<file path="src/rtl/definitions_pkg.sv">
// Shared types for the ALU exercise: opcode selector, engine FSM states and sizing helpers.
package definitions_pkg;

   typedef enum logic [2:0] {
      LEADING_ONES = 3'd0,
      NUM_ONES     = 3'd1,
      ADD          = 3'd2,
      SUB          = 3'd3,
      MULT         = 3'd4
   } test_selector_t;

   typedef enum logic [1:0] {
      IDLE = 2'd0,
      EXEC = 2'd1,
      FIN  = 2'd2
   } alu_state_t;

   // Width of the LEADING_ONES / NUM_ONES result before zero-extension.
   function automatic int unsigned cnt_res_width(input int unsigned bits);
      return $clog2(bits) + 1;
   endfunction

   // Number of EXEC cycles each operation takes in the iterative build.
   function automatic int unsigned exec_len(input test_selector_t op, input int unsigned bits);
      case (op)
         LEADING_ONES, NUM_ONES: return bits;
         MULT:                   return bits / 2 + 1;
         default:                return 1;
      endcase
   endfunction

endpackage

</file>
<file path="src/rtl/alu_seq_engine_if.sv">
// Start/operand request and result/handshake bundle between stimulus and the ALU engine.
interface alu_seq_engine_if #(
   parameter int unsigned BITS = 16
);
   logic                           start;
   definitions_pkg::test_selector_t op;
   logic [BITS-1:0]                sw;
   logic [BITS-1:0]                led;
   logic                           busy;
   logic                           done;

   modport master (output start, op, sw, input led, busy, done);
   modport slave  (input start, op, sw, output led, busy, done);
endinterface

</file>
<file path="src/rtl/alu_seq_engine_mult.sv">
// seq_mult: signed HALF x HALF multiplier, shift-add on magnitudes, sign applied in the final cycle.
module seq_mult #(
   parameter int unsigned HALF = 8
) (
   input  logic                     clk,
   input  logic                     reset,
   input  logic                     go,
   input  logic signed [HALF-1:0]   a,
   input  logic signed [HALF-1:0]   b,
   output logic signed [2*HALF-1:0] prod,
   output logic                     valid
);
   localparam int unsigned PW = 2 * HALF;
   localparam int unsigned CW = $clog2(HALF + 1);

   logic [HALF-1:0] w_abs_a;
   logic [HALF-1:0] w_abs_b;
   logic [PW-1:0]   r_mcand;
   logic [PW-1:0]   r_acc;
   logic [HALF-1:0] r_mplier;
   logic [CW-1:0]   r_cnt;
   logic            r_neg;
   logic            r_run;

   // Most-negative input maps to 2^(HALF-1), which still fits unsigned HALF bits.
   assign w_abs_a = a[HALF-1] ? HALF'(-a) : HALF'(a);
   assign w_abs_b = b[HALF-1] ? HALF'(-b) : HALF'(b);

   always_ff @(posedge clk or posedge reset) begin
      if (reset) begin
         r_mcand  <= '0;
         r_acc    <= '0;
         r_mplier <= '0;
         r_cnt    <= '0;
         r_neg    <= 1'b0;
         r_run    <= 1'b0;
      end else if (go) begin
         r_mcand  <= PW'(w_abs_a);
         r_mplier <= w_abs_b;
         r_acc    <= '0;
         r_cnt    <= '0;
         r_neg    <= a[HALF-1] ^ b[HALF-1];
         r_run    <= 1'b1;
      end else if (r_run && (r_cnt != CW'(HALF))) begin
         if (r_mplier[0]) begin
            r_acc <= r_acc + r_mcand;
         end
         r_mcand  <= r_mcand << 1;
         r_mplier <= r_mplier >> 1;
         r_cnt    <= r_cnt + CW'(1);
      end
   end

   // Final cycle: magnitude product is complete, sign correction is applied here.
   assign valid = r_run && (r_cnt == CW'(HALF));
   assign prod  = r_neg ? PW'(-r_acc) : r_acc;

endmodule

</file>
<file path="src/rtl/alu_seq_engine.sv">
// Sequential ALU engine: captures operands on start, runs LEADING_ONES/NUM_ONES/ADD/SUB/MULT, reports via busy/done.
// ALU_SINGLE_CYCLE_EN: when defined every op finishes after one EXEC cycle using combinational datapaths.
module alu_seq_engine
   import definitions_pkg::*;
#(
   parameter int unsigned BITS = 16
) (
   input  logic           clk,
   input  logic           reset,
   alu_seq_engine_if.slave bus
);
   localparam int unsigned HALF = BITS / 2;
   localparam int unsigned CW   = $clog2(BITS);
   localparam int unsigned RW   = cnt_res_width(BITS);

   alu_state_t     r_state;
   test_selector_t r_op;
   logic [BITS-1:0] r_sw;
   logic [BITS-1:0] r_led;
   logic            r_busy;
   logic            r_done;
   logic [CW-1:0]   r_cyc;

   logic            w_accept;
   logic [CW-1:0]   w_last;
   logic [BITS-1:0] w_a_ext;
   logic [BITS-1:0] w_b_ext;
   logic [BITS-1:0] w_result;

   assign w_accept = bus.start && !r_busy;
   assign w_a_ext  = {{HALF{r_sw[BITS-1]}}, r_sw[BITS-1:HALF]};
   assign w_b_ext  = {{HALF{r_sw[HALF-1]}}, r_sw[HALF-1:0]};

`ifdef ALU_SINGLE_CYCLE_EN
   logic [RW-1:0] w_lo;
   logic [RW-1:0] w_no;

   assign w_last = '0;

   // Whole-word scan: highest set bit index+1 and population count.
   always_comb begin
      w_lo = '0;
      w_no = '0;
      for (int i = 0; i < int'(BITS); i++) begin
         if (r_sw[i]) begin
            w_lo = RW'(i + 1);
         end
         w_no = w_no + RW'(r_sw[i]);
      end
   end

   always_comb begin
      w_result = '0;
      case (r_op)
         LEADING_ONES: w_result = BITS'(w_lo);
         NUM_ONES:     w_result = BITS'(w_no);
         ADD:          w_result = w_a_ext + w_b_ext;
         SUB:          w_result = w_a_ext - w_b_ext;
         MULT:         w_result = w_a_ext * w_b_ext;
         default:      w_result = '0;
      endcase
   end
`else
   logic [BITS-1:0] r_scan;
   logic [RW-1:0]   r_lo;
   logic [RW-1:0]   r_no;
   logic [RW-1:0]   w_lo_next;
   logic [RW-1:0]   w_no_next;
   logic [BITS-1:0] w_prod;
   logic            w_mult_valid;

   assign w_last = CW'(exec_len(r_op, BITS) - 1);

   seq_mult #(.HALF(HALF)) u_mult (
      .clk   (clk),
      .reset (reset),
      .go    (w_accept),
      .a     (bus.sw[BITS-1:HALF]),
      .b     (bus.sw[HALF-1:0]),
      .prod  (w_prod),
      .valid (w_mult_valid)
   );

   // Bit r_cyc of the captured word sits in r_scan[0] during EXEC cycle r_cyc.
   always_comb begin
      w_lo_next = r_scan[0] ? (RW'(r_cyc) + RW'(1)) : r_lo;
      w_no_next = r_no + RW'(r_scan[0]);
   end

   always_ff @(posedge clk or posedge reset) begin
      if (reset) begin
         r_scan <= '0;
         r_lo   <= '0;
         r_no   <= '0;
      end else if (w_accept) begin
         r_scan <= bus.sw;
         r_lo   <= '0;
         r_no   <= '0;
      end else if (r_state == EXEC) begin
         r_scan <= r_scan >> 1;
         r_lo   <= w_lo_next;
         r_no   <= w_no_next;
      end
   end

   always_comb begin
      w_result = '0;
      case (r_op)
         LEADING_ONES: w_result = BITS'(w_lo_next);
         NUM_ONES:     w_result = BITS'(w_no_next);
         ADD:          w_result = w_a_ext + w_b_ext;
         SUB:          w_result = w_a_ext - w_b_ext;
         MULT:         w_result = w_mult_valid ? w_prod : '0;
         default:      w_result = '0;
      endcase
   end
`endif

   // Control FSM; start is honoured in IDLE and FIN, where busy is low.
   always_ff @(posedge clk or posedge reset) begin
      if (reset) begin
         r_state <= IDLE;
         r_op    <= LEADING_ONES;
         r_sw    <= '0;
         r_led   <= '0;
         r_busy  <= 1'b0;
         r_done  <= 1'b0;
         r_cyc   <= '0;
      end else begin
         r_done <= 1'b0;
         case (r_state)
            IDLE, FIN: begin
               if (bus.start) begin
                  r_state <= EXEC;
                  r_busy  <= 1'b1;
                  r_op    <= bus.op;
                  r_sw    <= bus.sw;
                  r_cyc   <= '0;
               end else begin
                  r_state <= IDLE;
               end
            end
            EXEC: begin
               if (r_cyc == w_last) begin
                  r_state <= FIN;
                  r_led   <= w_result;
                  r_done  <= 1'b1;
                  r_busy  <= 1'b0;
               end else begin
                  r_cyc <= r_cyc + CW'(1);
               end
            end
            default: r_state <= IDLE;
         endcase
      end
   end

   assign bus.led  = r_led;
   assign bus.busy = r_busy;
   assign bus.done = r_done;

endmodule
</file>
<file path="src/flat_wrapper.sv">
// flat-port wrapper written by rule: the top's interface ports become plain ports
module alu_seq_engine_flat import definitions_pkg::*;
#(
   parameter int unsigned BITS = 16
)
  (clk, reset, bus_start, bus_op, bus_sw, bus_led, bus_busy, bus_done);
  alu_seq_engine_if #(.BITS(BITS)) bus_i ();
  input  logic clk;
  input  logic reset;
  input wire logic [$bits(bus_i.start)-1:0] bus_start;
  input wire logic [$bits(bus_i.op)-1:0] bus_op;
  input wire logic [$bits(bus_i.sw)-1:0] bus_sw;
  output wire logic [$bits(bus_i.led)-1:0] bus_led;
  output wire logic [$bits(bus_i.busy)-1:0] bus_busy;
  output wire logic [$bits(bus_i.done)-1:0] bus_done;
  assign bus_i.start = bus_start;
  assign bus_i.op = bus_op;
  assign bus_i.sw = bus_sw;
  assign bus_led = bus_i.led;
  assign bus_busy = bus_i.busy;
  assign bus_done = bus_i.done;
  alu_seq_engine #(.BITS(BITS)) u_core (.clk(clk), .reset(reset), .bus(bus_i));
endmodule
</file>
<file path="config.mk">
export PLATFORM = sky130hd
export DESIGN_NAME = alu_seq_engine_flat
export DESIGN_NICKNAME = d
export VERILOG_FILES = /design/src/rtl/definitions_pkg.sv /design/src/rtl/alu_seq_engine_if.sv /design/src/rtl/alu_seq_engine_mult.sv /design/src/rtl/alu_seq_engine.sv /design/src/flat_wrapper.sv
export SDC_FILE = /design/constraint.sdc
export NUM_CORES = 1
export LEC_CHECK = 0
export CAP_MARGIN = 10
export CORE_ASPECT_RATIO = 1.1
export CORE_UTILIZATION = 41
export DETAILED_ROUTE_END_ITERATION = 10
export GPL_TIMING_DRIVEN = 0
export PLACE_DENSITY = 0.66
export SETUP_SLACK_MARGIN = 0.2
export SLEW_MARGIN = 15
export SYNTH_ARGS = -nofsm -noshare
export SYNTH_HDL_FRONTEND = slang
export SYNTH_SLANG_ARGS = --single-unit
</file>
<file path="constraint.sdc">
create_clock -name clk -period 6.3 [get_ports clk]
set_input_delay 1.89 -clock clk [delete_from_list [all_inputs] [get_ports clk]]
set_output_delay 1.89 -clock clk [all_outputs]
set_load 0.01 [all_outputs]
</file>
After elaboration in Yosys (flattened, before gate mapping):

Cells that the tools add are included.

* bitwise logic cells: 1
* add/sub/neg operators: 11
* multiplexer cells: 33
* reduce and logical (&&, ||, !) cells: 17
* eq/ne operators: 12

Operators by type and width (number)
* 16-bit two-way mux: 9
* 16-bit case mux with 5 select lines: 1
* 8-bit two-way mux: 4
* 5-bit two-way mux: 5
* 16-bit adder: 1
* 4-bit two-way mux: 4
* 16-bit negator: 1
* 8-bit negator: 2
* 4-bit case mux with 2 select lines: 2
* 8-bit by 8-bit adder with 9-bit output: 1
* 8-bit by 8-bit subtractor with 9-bit output: 1
* 4-bit by 1-bit adder with 4-bit output, second input constant: 2
* 2-bit nonzero test: 4
* 3-bit by 2-bit equality test with 1-bit output, second input constant: 2
* 2-bit inequality test, second input constant: 3
* 2-bit AND reduction: 3
* 3-bit AND reduction: 2
* 4-bit by 1-bit adder with 5-bit output, second input constant: 1
* 5-bit by 1-bit adder with 5-bit output: 1
* 1-bit two-way mux: 5
* 4-bit equality test: 1
* 4-bit equality test, second input constant: 1
* 4-bit inequality test, second input constant: 1
* 2-bit case mux with 2 select lines: 1
* 13 further kinds: 16

* bits in registers: 115
* input bits: 22

Logic depth before layout (Yosys ltp):

Gate-level depths: netlist of run 1.

* depth in word-level cells: 7
* depth in mapped cells: 11

Cells and area by module:

Synthesis of run 1 repeated with hierarchy kept, for this count alone.

* cell total of the unflattened synthesis: 760
* area total of the unflattened synthesis: 7048.0 sq um

Modules (own cells, without submodules)
* alu_seq_engine: instances 1, cells each 392, sequential area each 1726.7 sq um, area an instance 3848.7 sq um
* seq_mult: instances 1, cells each 368, sequential area each 1151.1 sq um, area an instance 3199.3 sq um

Worst setup path after synthesis of run 1:

Ideal clock, no wire load.

* path kind: input to register
* from: input port bus_start
* to: register u_core.r_op[0]
* stages: 4
* path buffers: 2
* arrival: 2932 ps
* library setup time: 125 ps
* path slack: 3243 ps
* cell sequence: nor2b_1 > clkbuf_1 > buf_1 > mux2_2

* longest elaborated chain between the ends: 1

Ends and longest elaborated chain
* start, declared: RTL line flat_wrapper.sv:10 `input wire logic [$bits(bus_i.start)-1:0] bus_start;`
* 2-bit AND reduction (no line)
* end signal, assigned: RTL line alu_seq_engine.sv:136 `r_op <= bus.op;`
* end, declared: RTL line alu_seq_engine.sv:17 `test_selector_t r_op;`

No other way between the ends.
A chain may end at the register's enable or synchronous reset.

Worst setup path in the final report of run 1:

* from: input port bus_start
* to: register u_core.r_op[1]

Same word-level chain as after synthesis.

==> run summary, run 1 <==
Status - complete, but fails checks
Violated checks - DRC
Data arrival time of the worst path - 3910 ps
Share of layout cells above drive strength 1 - 0.0659
Total standard cell area after synthesis - 6810 um^2
Overall die area - 17100 um^2
Worst EP required - 6610 ps
Post-synth EDFFs - 0
Terminus of the critical flop-to-flop path - u_core.bus.led[13]$_DFFE_PP0P_
Distinct cell type count after synthesis - 57
Diode insertion count for antenna repair - 0
DRT iter0 DRCs - 348
Total setup violations reported at the end of the flow - 0
Critical Path Source Type - primary input
Overall overflow remaining after global route - 0
Clock skew - 6.12 ps
Dominant cell type by area after synthesis - dfrtp_1
CP max stage cell - buf_1
Setup TNS after final layout - 0 ps
Worst hold-check slack - 482 ps
Slew HR - 0.525
Clk slew on worst S/H paths - 50 ps
Per-cell via count in the routed design - 5.42
Detail-routed net length per standard cell - 16.3 um
Classification of the worst-slack hold path - flop to flop
Total of max-cap violations - 0
Maximum number of pins on one net before global-route repair - 86
Starting Density - 0.417
Worst-skew pair later-pin latency - 430 ps
Critical Path, Cell by Cell - clkdlybuf4s50_1 > nor2b_1 > clkbuf_1 > buf_1 > mux2_2
FF-to-FF setup slack - 3480 ps
Most numerous cell in the Yosys netlist - nand2_1
Estimated wirelength of the detail-placed design - 12.5 mm
Count of endpoints failing hold in the final timing report - 0
Filler-free cell count of the finished design - 1038
Type of the worst setup path - primary input to flop
Ranking of synthesized cells by area - dfrtp_1 42%, nand2_1 7.8%, ha_1 7.2%
Number of iterations in the first detailed-routing pass - 8
Number of routed nets with antenna violations - 0
Reg2Reg Launch Point - u_core.r_sw[8]$_DFFE_PP0P_
Core Footprint - 16300 um^2
Post-synth top cells - 141 x nand2_1, 115 x dfrtp_1, 61 x nor2_1, 53 x a21oi_1, 46 x o21ai_0
Port buffer count - 39
#FFs+latches synth - 115
Sort of element at the end of the critical path - flop
Max Clk Rate - 277 MHz
Hold Crit Start - u_core.bus.led[5]$_DFFE_PP0P_
Worst-Margin Slew - 711 ps
Share of the yosys chip area belonging to registers - 0.423
Number of setup buffers added after CTS - 0
Placed Cells - 1007
Unrepaired setup endpoints after global routing - no
H-tree levels - 4
Total Power Consumption - 4560 uW
Nets - 886
Maximum fanout along the worst path - 10
Number of buffers added to fix hold violations after cts - 0
Dominant register cell in the synthesized netlist - dfrtp_1
Via count of the first global-routing pass - 5485
Routability congestion estimate - 0.839
Share of synthesized registers carrying an async set or reset - 1.00
First-pass GRT wire length - 28.0 mm
Hold Path Sink - u_core.bus.led[5]$_DFFE_PP0P_
Number of remaining DRC errors - 4
Worst-case vdd ir drop - 234 uV
Avg Inst Size Synth - 8.92 um^2
Slowest Stage Delay on Critical Path - 530 ps
Post-synthesis cell count - 763
Syn. warnings - 0
Setup slack at placement - 2310 ps
PwrDens - 565 nW/um^2
Tcrit/Tclk final - 0.573
Number of standard-cell rows in the floorplan - 49
Clock period minus worst slack - 3610 ps
Standby leakage power - 0.00362 uW
Yosys top cell area share - 0.423
R2R depth - 11
Aggregate global-route resource usage - 0.212
Net count after synthesis - 827
Final critical-path setup slack - 2690 ps
Total number of vias - 5626
Total wirelength of the detailed-routed design - 16.9 mm
Clock root buffer master - clkbuf_16
Clock tree buffer depth - 2
Width of the die - 125 um
Hold Path Depth - 2
Cells resized by post-CTS repair - 0
CTS buffer count - 17
Io pins - 40
Max-slew violations - 0
Clock tree from TritonCTS - done
Clock sink total - 115
Signed area change from the synthesized netlist to the final layout - 18.6%
Die boundary height - 137 um
Initial antenna violation count - 0
## critical path, delay by kind of cell
kind / cells / cell delay (ps)
buffers and inverters: 3 / 1470
and+or+nand+nor: 1 / 140
muxes: 1 / 410
## layout by cell type (no fill, tap or decap), drive strengths merged, types with 16 or more instances in the layout
cell type      netlist  layout
nor2                61      61
nand2b              16      16
nand2              141     141
clkdlybuf4s50        0      39
inv                 28      28
dfrtp              115     115
xor2                20      20
clkbuf              28      50
a21oi               53      53
xnor2               34      34
o21ai               47      47
a31oi               29      29
ha                  39      39
## per-stage QoR
stage          instance area (um^2)  utilization
2_1_floorplan                  6810            -
3_3_place_gp                   7450        0.457
3_5_place_dp                   7480        0.459
4_1_cts                        8070        0.495
5_1_grt                        8070        0.495
6_report                       8070        0.495
## worst max-delay path by stage
stage / endpoint / startpoint / cells past startpoint / slack (ps)
global route: u_core.r_op[1]$_DFFE_PP0P_ / bus_start / 5 / 2600
floorplan: u_core.bus.busy$_DFFE_PP0P_ / reset / 1 / 1370
detailed placement: u_core.r_op[1]$_DFFE_PP0P_ / bus_start / 5 / 2310
CTS: u_core.r_op[1]$_DFFE_PP0P_ / bus_start / 5 / 2740
global placement: u_core.u_mult.r_mcand[12]$_DFFE_PP0P_ / reset / 2 / -360
finish: u_core.r_op[1]$_DFFE_PP0P_ / bus_start / 5 / 2690
## flip-flops by register name, summed over array words and instances, names as in the netlist, 3 cells and up
register	count
u_core.bus.led	16
u_core.r_scan	16
u_core.r_sw	16
u_core.u_mult.r_acc	16
u_core.u_mult.r_mcand	16
u_core.u_mult.r_mplier	8
u_core.r_lo	5
u_core.r_no	5
u_core.r_cyc	4
u_core.u_mult.r_cnt	4
u_core.r_op	3
## cells by family (layout without fill, tap and decap cells)
logic type               after synthesis  count (layout)  share of synthesized area
flip-flops                           115             115                      0.423
multiplexers                          20              20                     0.0333
adder cells (fa/ha/maj)               42              42                     0.0805
XOR/XNOR                              54              54                     0.0695
AND/OR/NAND/NOR                      270             270                      0.176
AO/OA/AOI/OAI                        197             197                      0.181
buffers and inverters                 65             136                     0.0366
## report_power, final
group / leakage [uW] / switching [uW] / internal, uW
clock: 0.000288 / 338 / 618
sequential: 0.00145 / 282 / 1060
combinational: 0.00188 / 1280 / 981
total: 0.00362 / 1900 / 2660
## metal layers
layer / share of wire / global-route usage / routed length [um] / up-vias
li1: - / - / - / 2787
met1: 0.47 / 0.272 / 7900 / 2682
met5: 0 / 0 / 0 / -
met3: 0.041 / 0.0391 / 699 / 33
met4: 0.031 / 0.106 / 533 / 0
met2: 0.46 / 0.345 / 7820 / 124
## final cells by class
class / count / area, um^2
multi-input cells: 583 / 3680
well taps: 204 / 255
inverters: 28 / 110
plain buffers: 37 / 144
flip-flops and latches: 115 / 2880
clock buffers: 22 / 484
fillers: 1521 / 8240
clock inverters: 9 / 104
repair buffers: 40 / 418
Note: power is estimated with default switching activity, not from simulation.
==> run 2, diff against run 1 <==
Settings changed: PLACE_DENSITY 0.66 to 0.69.
Clock period 6.3 ns to 3 ns, I/O delays scaled along.
==> run 2 against run 1 <==
The run still ends with DRC left. Clock-buffer cell count is 1 lower. Worst hold slack worse by 3.6 ps. Register-to-register slack worse by 3100 ps. Largest power group unchanged.
==> run summary, run 2 (synthesized netlist as in run 1, its figures left out) <==
Status - complete, but fails checks (unchanged)
Violated checks - DRC (unchanged)
Hold Path Sink - u_core.bus.led[2]$_DFFE_PP0P_ (was u_core.bus.led[5]$_DFFE_PP0P_)
Slowest Stage Delay on Critical Path - 660 ps (was 530 ps)
Filler cell count - 1531 (was 1521)
Number of remaining DRC errors - 4 (unchanged)
Starting Density - 0.417 (unchanged)
Count of buffering cells on the critical path with inverters included - 3 (unchanged)
Clk slew on worst S/H paths - 50 ps (about the same)
Io pins - 40 (unchanged)
Register area - 2880 um^2 (unchanged)
Cells resized by post-CTS repair - 0 (unchanged)
Critical Path Source Type - flop (was primary input)
Number of routed nets with antenna violations - 0 (unchanged)
Crit-path leading delay family - simple AND/OR/NAND/NOR gates (was buffers and inverters)
Clock skew - 5.32 ps (was 6.12 ps)
Clock tree from TritonCTS - done (unchanged)
Share of layout cells above drive strength 1 - 0.0694 (was 0.0659)
Max Clk Rate - 386 MHz
Worst-skew pair later-pin latency - 420 ps (was 430 ps)
Commonest cells after routing, fill and taps aside - 141 x nand2_1, 115 x dfrtp_1, 61 x nor2_1, 53 x a21oi_1, 46 x o21ai_0 (unchanged)
R2R depth - 9 (was 11)
H-tree levels - 4 (unchanged)
Cell-internal power - 5490 uW (was 2660 uW)
CTS buffer count - 17 (unchanged)
Hold Path Depth - 2 (unchanged)
Total of max-cap violations - 0 (unchanged)
Overall overflow remaining after global route - 0 (unchanged)
Per-cell via count in the routed design - 5.46 (was 5.42)
Net switching power of the design - 3990 uW (was 1900 uW)
Reg2Reg Launch Point - u_core.r_op[0]$_DFFE_PP0P_ (was u_core.r_sw[8]$_DFFE_PP0P_)
Clock tree buffer depth - 2 (unchanged)
Utilization after layout - 0.495 (about the same)
Critical Path, Cell by Cell - buf_2 > nor3b_1 > o21a_1 > o22ai_1 > or2_1 > buf_2 > clkbuf_1 > a21oi_1 > o31ai_1 (was clkdlybuf4s50_1 > nor2b_1 > clkbuf_1 > buf_1 > mux2_2)
Aggregate global-route resource usage - 0.208 (was 0.212)
Classification of the worst-slack hold path - flop to flop (unchanged)
Most common cell after layout, fill and taps aside - nand2_1 (unchanged)
Clock period minus worst slack - 2590 ps
Type of the worst setup path - flop to flop (was primary input to flop)
Sort of element at the end of the critical path - flop (unchanged)
Total area of multi-input combinational cells - 3680 um^2 (about the same)
CP max stage cell - nor3b_1 (was buf_1)
Maximum fanout along the worst path - 10 (unchanged)
FF-to-FF setup slack - 410 ps (was 3480 ps)
Number of setup buffers added after CTS - 0 (unchanged)
Net switching fraction of the power - 0.421 (was 0.416)
Port buffer count - 39 (unchanged)
Total wirelength of the detailed-routed design - 16.8 mm (was 16.9 mm)
Total number of vias - 5679 (was 5626)
Routability congestion estimate - 0.871 (was 0.839)
PwrDens - 1170 nW/um^2 (was 565 nW/um^2)
Max-slew violations - 0 (unchanged)
Number of iterations in the first detailed-routing pass - 8 (unchanged)
Clock sink total - 115 (unchanged)
Sequential group share of total power - 0.297 (was 0.295)
Post-route standard cell area excluding fillers - 8080 um^2 (was 8070 um^2)
First-pass GRT wire length - 27.6 mm (was 28.0 mm)
Width of the die - 125 um (unchanged)
Overall die area - 17100 um^2 (unchanged)
Core Footprint - 16300 um^2 (unchanged)
Detail-routed net length per standard cell - 16.1 um (was 16.3 um)
Estimated wirelength of the detail-placed design - 12.6 mm (was 12.5 mm)
Maximum number of pins on one net before global-route repair - 36 (was 86)
Part of the total power dissipated in combinational logic - 0.502 (was 0.496)
Die boundary height - 137 um (unchanged)
Tcrit/Tclk final - 0.863
Terminus of the critical flop-to-flop path - u_core.bus.led[6]$_DFFE_PP0P_ (was u_core.bus.led[13]$_DFFE_PP0P_)
Worst-case vdd ir drop - 560 uV (was 234 uV)
Nets - 888 (was 886)
Initial antenna violation count - 0 (unchanged)
Most used cell along the critical path - buf_2
Count of endpoints failing hold in the final timing report - 0 (unchanged)
Worst EP required - 3300 ps (was 6610 ps)
Data arrival time of the worst path - 2890 ps (was 3910 ps)
Total placed instance area - 7510 um^2 (was 7480 um^2)
Via count of the first global-routing pass - 5421 (was 5485)
Share of power burned in the clock network - 0.201 (was 0.210)
Total setup violations reported at the end of the flow - 0 (unchanged)
Number of standard-cell rows in the floorplan - 49 (unchanged)
Signed area change from the synthesized netlist to the final layout - 18.7% (was 18.6%)
Unrepaired setup endpoints after global routing - no (unchanged)
Standby leakage power - 0.00362 uW (about the same)
Hold Crit Start - u_core.bus.led[2]$_DFFE_PP0P_ (was u_core.bus.led[5]$_DFFE_PP0P_)
Diode insertion count for antenna repair - 0 (unchanged)
Worst-Margin Slew - 771 ps (was 711 ps)
Number of buffers added to fix hold violations after cts - 0 (unchanged)
Slew HR - 0.485 (was 0.525)
DRT iter0 DRCs - 393 (was 348)
Clock root buffer master - clkbuf_16 (unchanged)
==> run 2: final cells by class <==
cell class / count / area share
inverter: 28 / 0.0135
clock inverter: 10 / 0.0104
multi-input combinational: 583 / 0.456
buffer: 37 / 0.0178
clock buffer: 21 / 0.0583
timing repair buffer: 42 / 0.0558
sequential: 115 / 0.356
tap: 204 / 0.0316
==> run 2: worst max path at each step <==
stage | start | to | slack, ps | cells after the start
6_report | u_core.r_op[0]$_DFFE_PP0P_ | u_core.bus.led[6]$_DFFE_PP0P_ | 410 | 9
5_1_grt | u_core.u_mult.r_acc[0]$_DFFE_PP0P_ | u_core.u_mult.r_acc[12]$_DFFE_PP0P_ | 210 | 9
4_1_cts | u_core.r_sw[8]$_DFFE_PP0P_ | u_core.bus.led[15]$_DFFE_PP0P_ | 210 | 11
3_5_place_dp | bus_start | u_core.r_op[0]$_DFFE_PP0P_ | -20 | 5
3_3_place_gp | reset | u_core.u_mult.r_mplier[6]$_DFFE_PP0P_ | -440 | 2
2_1_floorplan | u_core.u_mult.r_acc[0]$_DFFE_PP0P_ | u_core.u_mult.r_acc[12]$_DFFE_PP0P_ | 640 | 9
==> run 2: worst register-to-register path: cells and delay by family, from the launching register on <==
kind,cells,cell delay (ps)
compound gates,4,600
buf+inv,3,570
flops,1,360
simple gates,2,930
==> run 2: per-stage QoR <==
stage	power (uW)	hold slack, ps	TNS (ps)	worst slack [ps]	std cells
after floorplan	6210	467	0	639	763
after global placement	7410	469	-49450	-444	1006
after detailed placement	7530	473	-66.7	-18.2	1009
after CTS	9470	485	0	210	1040
after global routing	10200	519	0	213	1040
final	9480	478	0	410	1040
==> run 2: layer usage <==
| metal | track usage | share of wire |
|---|---|---|
| met2 | 0.343 | 0.47 |
| met4 | 0.104 | 0.027 |
| met1 | 0.263 | 0.46 |
| met3 | 0.0410 | 0.045 |
| met5 | 0 | 0 |
==> run 2: power by group through the flow <==
stage | clock network [uW] | logic (uW) | registers [uW]
after floorplan | 0 | 3490 | 2710
after CTS | 1930 | 4730 | 2810
after global placement | 0 | 4600 | 2810
final | 1900 | 4760 | 2810
after global routing | 1990 | 5310 | 2910
after detailed placement | 0 | 4710 | 2820
==> run 3, diff against run 2 <==
Settings changed: ABC_AREA set to 1, CORE_UTILIZATION 41 to 55, PLACE_DENSITY 0.69 to 0.85.
==> run 3 against run 2 <==
Sequential power fell by 5%. Cell count grew 17%. Combinational power decreased by 3%. Clock-buffer cell count fell by 2. Critical path depth fell by 8. Synthesized cell count is 29% higher. Area after synthesis is 7.2% higher. Non-clock buffer count shrank 7. The run still ends with DRC left. Via count up 21%. Clock power up 22%. Sequential cell count is the same.
==> run summary, run 3 <==
Status - complete, but fails checks (unchanged)
Violated checks - DRC (unchanged)
Worst hold-check slack - 473 ps (was 478 ps)
Maximum fanout along the worst path - 3 (was 10)
Count of buffering cells on the critical path with inverters included - 1 (was 3)
Worst EP required - 2100 ps (was 3300 ps)
Most numerous cell in the Yosys netlist - nand2_1 (unchanged)
CP max stage cell - clkdlybuf4s50_1 (was nor3b_1)
Post-synth EDFFs - 0 (unchanged)
Standby leakage power - 0.00435 uW (was 0.00362 uW)
Count of endpoints failing hold in the final timing report - 0 (unchanged)
Filler cell count - 1062 (was 1531)
Critical Path, Cell by Cell - clkdlybuf4s50_1 (was buf_2 > nor3b_1 > o21a_1 > o22ai_1 > or2_1 > buf_2 > clkbuf_1 > a21oi_1 > o31ai_1)
Total Power Consumption - 9580 uW (was 9480 uW)
Placed Cells - 1180 (was 1009)
Clk slew on worst S/H paths - 60 ps (was 50 ps)
Slew HR - 0.525 (was 0.485)
Starting Density - 0.572 (was 0.417)
Tcrit/Tclk final - 0.786 (was 0.863)
Dominant register cell in the synthesized netlist - dfrtp_1 (unchanged)
Routability congestion estimate - 0.920 (was 0.871)
Cells resized by post-CTS repair - 0 (unchanged)
Worst-case vdd ir drop - 551 uV (was 560 uV)
Clock skew - 11.0 ps (was 5.32 ps)
Nets - 1106 (was 888)
Clock sink total - 115 (unchanged)
Total of max-cap violations - 0 (unchanged)
Dominant cell type by area after synthesis - dfrtp_1 (unchanged)
Worst-skew pair later-pin latency - 430 ps (was 420 ps)
Per-cell via count in the routed design - 5.66 (was 5.46)
Overall die area - 13700 um^2 (was 17100 um^2)
Data arrival time of the worst path - 1460 ps (was 2890 ps)
Estimated wirelength of the detail-placed design - 14.2 mm (was 12.6 mm)
Max-slew violations - 0 (unchanged)
Via count of the first global-routing pass - 6718 (was 5421)
Port buffer count - 39 (unchanged)
Number of setup buffers added after CTS - 0 (unchanged)
Avg Inst Size Synth - 7.43 um^2 (was 8.92 um^2)
Classification of the worst-slack hold path - flop to flop (unchanged)
Net count after synthesis - 1045 (was 827)
Syn. warnings - 0 (unchanged)
Worst-Margin Slew - 712 ps (was 771 ps)
Total standard cell area after synthesis - 7290 um^2 (was 6810 um^2)
Clock period minus worst slack - 2360 ps (was 2590 ps)
Commonest cells after routing, fill and taps aside - 274 x nand2_1, 118 x inv_1, 115 x dfrtp_1, 109 x nand3_1, 75 x o21ai_0 (was 141 x nand2_1, 115 x dfrtp_1, 61 x nor2_1, 53 x a21oi_1, 46 x o21ai_0)
Crit-path leading delay family - buffers and inverters (was simple AND/OR/NAND/NOR gates)
Aggregate global-route resource usage - 0.294 (was 0.208)
Crit path depth - 1 (was 9)
Slowest Stage Delay on Critical Path - 580 ps (was 660 ps)
Distinct cell type count after synthesis - 46 (was 57)
Total wirelength of the detailed-routed design - 18.6 mm (was 16.8 mm)
Critical Path Source Type - flop (unchanged)
Max Clk Rate - 424 MHz (was 386 MHz)
Setup TNS after final layout - 0 ps (unchanged)
DRT iter0 DRCs - 492 (was 393)
Overall overflow remaining after global route - 0 (unchanged)
Number of iterations in the first detailed-routing pass - 10 (was 8)
Total number of vias - 6855 (was 5679)
First-pass GRT wire length - 31.3 mm (was 27.6 mm)
Width of the die - 112 um (was 125 um)
R2R depth - 12 (was 9)
Unrepaired setup endpoints after global routing - no (unchanged)
PwrDens - 1110 nW/um^2 (was 1170 nW/um^2)
Clock tree from TritonCTS - done (unchanged)
Signed area change from the synthesized netlist to the final layout - 18.2% (was 18.7%)
Post-synthesis cell count - 981 (was 763)
Filler-free cell count of the finished design - 1212 (was 1040)
Share of the yosys chip area belonging to registers - 0.395 (was 0.423)
Initial antenna violation count - 0 (unchanged)
Hold Path Depth - 2 (unchanged)
Detail-routed net length per standard cell - 15.4 um (was 16.1 um)
Number of standard-cell rows in the floorplan - 43 (was 49)
Most common cell after layout, fill and taps aside - nand2_1 (unchanged)
Die boundary height - 123 um (was 137 um)
Diode insertion count for antenna repair - 0 (unchanged)
CTS buffer count - 17 (unchanged)
Total setup violations reported at the end of the flow - 0 (unchanged)
Share of synthesized registers carrying an async set or reset - 1.00 (unchanged)
Core Footprint - 12800 um^2 (was 16300 um^2)
FF-to-FF setup slack - 930 ps (was 410 ps)
#FFs+latches synth - 115 (unchanged)
Sort of element at the end of the critical path - output pin (was flop)
Number of remaining DRC errors - 8 (was 4)
Type of the worst setup path - flop to output pin (was flop to flop)
Number of routed nets with antenna violations - 0 (unchanged)
Clock tree buffer depth - 2 (unchanged)
Ranking of synthesized cells by area - dfrtp_1 39%, nand2_1 14%, nand3_1 7.5% (was dfrtp_1 42%, nand2_1 7.8%, ha_1 7.2%)
Post-synth top cells - 274 x nand2_1, 119 x inv_1, 115 x dfrtp_1, 109 x nand3_1, 75 x o21ai_0 (was 141 x nand2_1, 115 x dfrtp_1, 61 x nor2_1, 53 x a21oi_1, 46 x o21ai_0)
Io pins - 40 (unchanged)
Share of layout cells above drive strength 1 - 0.0834 (was 0.0694)
Yosys top cell area share - 0.395 (was 0.423)
Clock root buffer master - clkbuf_16 (unchanged)
H-tree levels - 4 (unchanged)
Number of buffers added to fix hold violations after cts - 0 (unchanged)
Maximum number of pins on one net before global-route repair - 34 (was 36)
-- run 3: layout make-up --
type / count / area, um^2 / share of cell area
flip-flops and latches: 115 / 2880 / 0.334
clock inverters: 13 / 233 / 0.0270
well taps: 157 / 196 / 0.0228
inverters: 129 / 493 / 0.0572
multi-input cells: 707 / 3750 / 0.436
repair buffers: 42 / 458 / 0.0532
plain buffers: 30 / 173 / 0.0200
clock buffers: 19 / 433 / 0.0502
-- run 3: path summary, 6_finish.rpt --
path	start	endpoint
worst max register to register	u_core.u_mult.r_acc[0]$_DFFE_PP0P_	u_core.u_mult.r_acc[12]$_DFFE_PP0P_
max in group asynchronous	reset	u_core.u_mult.r_acc[13]$_DFFE_PP0P_
worst max-delay path	u_core.bus.busy$_DFFE_PP0P_	bus_busy
min in group asynchronous	reset	u_core.u_mult.r_mplier[5]$_DFFE_PP0P_
worst min register to register	u_core.bus.led[12]$_DFFE_PP0P_	u_core.bus.led[12]$_DFFE_PP0P_
worst min-delay path	u_core.bus.led[12]$_DFFE_PP0P_	u_core.bus.led[12]$_DFFE_PP0P_
-- run 3: per-layer routing --
metal,wire length (um),global-route usage
met4,697,0.162
met1,8230,0.366
met3,1200,0.0588
met2,8500,0.483
met5,0,0
-- run 3: report_power, final --
group | total (uW) | switching (uW) | leakage [uW] | internal, uW
clock network | 2310 | 753 | 0.000309 | 1550
logic | 4600 | 2910 | 0.00256 | 1690
registers | 2670 | 508 | 0.00149 | 2160
-- run 3: cells by family (layout without fill, tap and decap cells) --
group / Yosys count / after routing / share of synthesized area
AOI/OAI and AO/OA: 178 / 178 / 0.139
xor gates and xnor gates: 12 / 12 / 0.0144
adders and majority gates: 42 / 42 / 0.0752
buffers and inverters: 159 / 233 / 0.0908
DFF: 115 / 115 / 0.395
and+or+nand+nor: 475 / 475 / 0.286
-- run 3: metrics by stage --
stage / setup WS [ps] / area (um^2) / utilization
floorplan: 701 / 7300 / -
global placement: -365 / 7880 / 0.618
detailed placement: 296 / 7950 / 0.623
CTS: 625 / 8620 / 0.676
global route: 592 / 8620 / 0.676
finish: 642 / 8620 / 0.676
